<file path="config.mk">
export PLATFORM = sky130hd
export DESIGN_NAME = conv_seq_ctrl
export DESIGN_NICKNAME = d
export VERILOG_FILES = /design/src/rtl/conv_seq_ctrl.sv
export SDC_FILE = /design/constraint.sdc
export NUM_CORES = 2
export LEC_CHECK = 0
export CORE_ASPECT_RATIO = 1.2
export CORE_MARGIN = 2
export CORE_UTILIZATION = 63
export DETAILED_ROUTE_END_ITERATION = 8
export PLACE_DENSITY = 0.83
export SYNTH_ARGS = -nofsm -noshare
export SYNTH_HDL_FRONTEND = slang
export SYNTH_SLANG_ARGS = --single-unit
</file>
<file path="constraint.sdc">
create_clock -name clk -period 9.25 [get_ports clk]
set_input_delay 1.85 -clock clk [delete_from_list [all_inputs] [get_ports clk]]
set_output_delay 1.85 -clock clk [all_outputs]
set_load 0.02 [all_outputs]
</file>
<file path="src/rtl/conv_seq_ctrl.sv">
// Sequences a 1-D convolution of two word memories into a third, one output per pass over its valid terms.
// Per output: SETUP, L_k FETCH cycles, DRAIN, WRITE; en_s=0 freezes everything and masks z_we/done.
module conv_seq_ctrl #(
  parameter int DATAWIDTH = 32,
  parameter int AW        = 5,
  parameter int ZAW       = 6
) (
  input  logic                 clk,
  input  logic                 rst_a,
  input  logic                 en_s,
  input  logic                 start,
  input  logic [10:0]          conf,
  output logic [AW-1:0]        x_addr,
  output logic [AW-1:0]        y_addr,
  input  logic [DATAWIDTH-1:0] x_data,
  input  logic [DATAWIDTH-1:0] y_data,
  output logic [ZAW-1:0]       z_addr,
  output logic [DATAWIDTH-1:0] z_data,
  output logic                 z_we,
  output logic                 busy,
  output logic                 done,
  output logic                 err
);

  localparam int IW = ((ZAW > AW) ? ZAW : AW) + 1;
  localparam logic [IW-1:0] ONE = IW'(1);

  typedef enum logic [2:0] {IDLE, SETUP, FETCH, DRAIN, WRITE, FIN} state_t;

  state_t               state;
  logic [4:0]           nx;
  logic [4:0]           ny;
  logic [ZAW-1:0]       k;
  logic [ZAW-1:0]       kmax;
  logic [IW-1:0]        off;
  logic [IW-1:0]        j;
  logic [IW-1:0]        jend;
  logic [IW-1:0]        yj;
  logic [DATAWIDTH-1:0] acc;
  logic                 fetch_vld;
  logic                 z_we_q;
  logic                 done_q;

  logic [IW-1:0]        nx_w, ny_w, kf, jmin, jmax, cnx, cny;
  logic [DATAWIDTH-1:0] prod;

  assign prod = x_data * y_data;
  assign z_we = z_we_q & en_s;
  assign done = done_q & en_s;

  // Term bounds for the current output, in the full-convolution index domain.
  always_comb begin
    nx_w = IW'(nx);
    ny_w = IW'(ny);
    cnx  = IW'(conf[4:0]);
    cny  = IW'(conf[9:5]);
    kf   = IW'(k) + off;
    jmin = ((kf + ONE) > ny_w) ? (kf + ONE - ny_w) : '0;
    jmax = (kf < nx_w) ? kf : (nx_w - ONE);
  end

  always_ff @(posedge clk or negedge rst_a) begin
    if (!rst_a) begin
      state     <= IDLE;
      nx        <= '0;
      ny        <= '0;
      k         <= '0;
      kmax      <= '0;
      off       <= '0;
      j         <= '0;
      jend      <= '0;
      yj        <= '0;
      acc       <= '0;
      fetch_vld <= 1'b0;
      x_addr    <= '0;
      y_addr    <= '0;
      z_addr    <= '0;
      z_data    <= '0;
      z_we_q    <= 1'b0;
      done_q    <= 1'b0;
      busy      <= 1'b0;
      err       <= 1'b0;
    end else if (en_s) begin
      // Read data lags the address by one cycle, so accumulation trails FETCH by one.
      fetch_vld <= (state == FETCH);
      if (fetch_vld) acc <= acc + prod;

      case (state)
        IDLE: begin
          if (start) begin
            nx   <= conf[4:0];
            ny   <= conf[9:5];
            k    <= '0;
            busy <= 1'b1;
            kmax <= ZAW'(conf[10] ? (cnx + cny - ONE - ONE) : (cnx - ONE));
            off  <= conf[10] ? '0 : (cny >> 1);
            if (conf[4:0] == 5'd0 || conf[9:5] == 5'd0) begin
              err    <= 1'b1;
              done_q <= 1'b1;
              state  <= FIN;
            end else begin
              err   <= 1'b0;
              state <= SETUP;
            end
          end
        end
        SETUP: begin
          acc    <= '0;
          j      <= jmin;
          jend   <= jmax;
          yj     <= kf - jmin;
          x_addr <= AW'(jmin);
          y_addr <= AW'(kf - jmin);
          state  <= FETCH;
        end
        FETCH: begin
          if (j == jend) begin
            state <= DRAIN;
          end else begin
            j      <= j + ONE;
            yj     <= yj - ONE;
            x_addr <= AW'(j + ONE);
            y_addr <= AW'(yj - ONE);
          end
        end
        DRAIN: begin
          z_data <= acc + prod;
          z_addr <= k;
          z_we_q <= 1'b1;
          state  <= WRITE;
        end
        WRITE: begin
          z_we_q <= 1'b0;
          if (k == kmax) begin
            done_q <= 1'b1;
            state  <= FIN;
          end else begin
            k     <= k + ZAW'(1);
            state <= SETUP;
          end
        end
        FIN: begin
          done_q <= 1'b0;
          busy   <= 1'b0;
          state  <= IDLE;
        end
        default: state <= IDLE;
      endcase
    end
  end

endmodule

</file>
==> impl_results.md <==
* Worst setup margin at 0.3058 ns
* Reg2reg end: acc[31]
* Levels on crit path at 24
* Post-Route WL at 59250 um
* Die W at 179.2 um
* GRT overflow at 0
* Post-synthesis async set-or-reset flop share at 1.000
* Largest net degree at the start of global routing at 68
* CTS Root Cell: clkbuf_16
* Residual DRC count at 0
* Post-synth EDFFs at 0
* Setup violators final at 0
* Fmax at 111.8 MHz
* Core Box Area at 36610 sq um
* Synthesized area per cell at 9.047 sq um
* Final nets at 3351
* Final instance area at 25990 sq um
* Worst-margin pin slew at 1.121 ns
* Initial antenna violation count at 3
* Net Count, Synth at 3243
* Cells along the critical path: clkdlybuf4s50_1 > nand2_1 > fa_1 > fa_1 > inv_1 > fa_1 > inv_1 > fa_1 > inv_1 > fa_1 > fa_1 > fa_1 > inv_1 > fa_1 > inv_1 > ha_1 > nand4_1 > nor2_1 > nand2_1 > a211oi_1 > a221o_1 > o41ai_2 > xor2_1 > o21ai_1
* Arrival @ worst endpoint at 9.21 ns
* Final Hold Vio Count at 0
* P&R area growth vs syn at 11.98%
* Pins Over Slew Limit at 0
* Slowest cell on crit path: clkdlybuf4s50_1
* Pre-CTS setup slack at -0.06149 ns
* Setup bufs post-CTS at 0
* MaxCap Viol Count at 0
* Full die area at 38400 sq um
* Number of synthesis warnings at 0
* Worst setup EP type: flop
* CTS Buf Count at 17
* Worst R2R Path Depth at 23
* R2R setup slack at 2.27 ns
* Critical path class: in -> reg
* Worst Setup Start Kind: input pin
* Worst-Skew Late Latency at 0.42 ns
* Clk sink count at 123
* Status: finished, final reports clean
* Crit path from: x_data[21]
* Placed inst area at 25310 sq um
* Skew final at 0.008091 ns
* Fin crit period at 8.944 ns
* Vias in the first global route at 19687
* CP endpoint: acc[31]
* 1st-pass router iterations at 5
* Filler cells at 2701
* Initial Utilization at 0.6341
* Final worst path period share at 0.9669
* RSZ-0062 raised after global routing: no
* Register area share after synthesis at 0.1326
* Util after Layout at 0.7100
* Boundary pin count at 131
* GP Congestion at 0.9259
* Crit-path max FO at 11
* Relative slew slack at 0.2478
* Primary FF master, synth: dfrtp_1
* Die Ht at 214.3 um
* Most frequent CP cell: fa_1
* Tightest Hold Check Type: reg -> reg
* Detail Placement HPWL at 50290 um
* Antenna-violating nets left at 0
* Layout cell share with drive strength beyond 1 at 0.05396
* Worst path top cell family by delay: adder cells
* IO Port Bufs at 130
* Max Buffers Root-to-Sink at 2
* First-pass GRT wire length at 99330 um
* Worst r2r src: acc[22]
* GRT Overall Usage at 0.3305
* Clock slew at reported path FFs at 0.06 ns
* Avg WL per Cell at 18.74 um
* Vias post-DR at 17803
* Worst path bufs/invs at 6
* Synthesized instance count at 2566
* Initial DRC count at 1126
* H-tree depth at 4
* Cell Rows at 77
* Synthesized cell area at 23210 sq um
* CTS tree: yes
* Drt via density at 5.630
* Critical Path Max Stage Delay at 0.81 ns
* WP data required at 9.51 ns
* Seq cells post-synth at 123
* Number of distinct library cells after synthesis at 65
==> cell families (layout without fill, tap and decap cells) <==
group           after synthesis  in the layout  synth area share
compound gates              257            257           0.06899
fa+ha+maj                   598            598            0.4653
other cells                   0              1                 0
xor+xnor                    120            120           0.04619
flops                       123            123            0.1326
simple gates                788            788            0.1702
mux                          19             19          0.008786
buf+inv                     661            782            0.1080
==> flip-flops by register name, indices dropped and copies added, names as in the netlist, 5 cells and up <==
register / cells
acc: 32
z_data: 32
jend: 7
k: 6
kmax: 6
z_addr: 6
nx: 5
ny: 5
==> layout by cell type (no fill, tap or decap), drive strengths merged, types with 49 or more instances in the layout <==
cell type      netlist  final
a21oi               50     50
and2               318    318
buf                 15     86
clkdlybuf4s50        0    128
dfrtp              123    123
fa                 442    442
ha                 156    156
inv                535    536
nand2              340    340
nor2                49     49
o21ai              114    114
xnor2               72     72
==> metal layers <==
metal,track usage,routed length (um),vias up,share of wire
li1,-,-,7902,-
met1,0.4150,22820,8986,0.39
met2,0.5627,29780,732,0.50
met3,0.05957,4233,179,0.071
met4,0.1358,2394,4,0.040
met5,0,22,-,0.00037
==> per-stage QoR <==
| step | TNS [ns] | std cells | hold slack, ns |
|---|---|---|---|
| 2_1_floorplan | 0 | 2566 | 0.4485 |
| 3_3_place_gp | 0 | 3129 | 0.4650 |
| 3_5_place_dp | -0.1748 | 3129 | 0.4691 |
| 4_1_cts | 0 | 3161 | 0.4820 |
| 5_1_grt | 0 | 3161 | 0.5030 |
| 6_report | 0 | 3162 | 0.4827 |
==> tightest hold or removal path: cells and delay by family (launching register included) <==
| family | cells | cell delay (ns) |
|---|---|---|
| AO/OA/AOI/OAI | 1 | 0.06 |
| flip-flops | 1 | 0.34 |
| AND/OR/NAND/NOR | 1 | 0.04 |
==> final cells by class <==
| class | instances | area, sq um | share of cell area |
|---|---|---|---|
| clock inverter | 15 | 246.5 | 0.009483 |
| tap | 474 | 593.1 | 0.02282 |
| multi-input combinational | 1782 | 17640 | 0.6786 |
| timing repair buffer | 215 | 2002 | 0.07702 |
| clock buffer | 17 | 425.4 | 0.01637 |
| inverter | 535 | 2008 | 0.07726 |
| sequential | 123 | 3078 | 0.1184 |
| antenna | 1 | 2.502 | 0.00009627 |
==> repair_timing <==
item | 4_1_cts | 5_1_grt
gates resized for setup | 0 | 2
endpoints found under the setup margin | 0 | 3
hold buffers | 0 | 0
==> cell usage after synthesis, types with 5 or more instances <==
cell / count / area [sq um]
mux2_2: 11 / 123.9
and2_1: 318 / 1989
o21a_1: 9 / 67.56
a21oi_1: 48 / 240.2
nand2_1: 340 / 1276
nand4_1: 7 / 43.79
mux2i_1: 8 / 80.08
fa_1: 442 / 8848
xor2_1: 47 / 411.6
o31ai_1: 7 / 52.55
buf_1: 5 / 18.77
nor3_1: 16 / 80.08
and3_1: 6 / 37.54
a211oi_1: 6 / 45.04
clkbuf_1: 111 / 416.7
inv_1: 535 / 2008
o21ai_0: 94 / 470.5
dfrtp_1: 123 / 3078
a21o_1: 16 / 120.1
o21ai_1: 20 / 100.1
buf_2: 5 / 25.02
nand3_1: 17 / 85.08
nor2_1: 49 / 183.9
buf_4: 5 / 37.54
o22ai_1: 8 / 50.05
xnor2_1: 71 / 621.9
ha_1: 156 / 1952
a22o_1: 9 / 78.83
nor2b_1: 6 / 37.54
a31oi_1: 8 / 50.05
==> how the worst min path moves through the flow <==
stage	depth (start not counted)	slack (ns)	endpoint	startpoint
detailed placement	2	0.47	acc[5]	acc[5]
global route	2	0.50	acc[5]	acc[5]
finish	2	0.48	z_data[15]	z_data[15]
floorplan	2	0.45	acc[5]	acc[5]
global placement	2	0.47	acc[25]	acc[25]
CTS	2	0.48	acc[5]	acc[5]
Power is not shown: default switching activity piles up to over one toggle a cycle in this logic, so the estimate is an artifact.
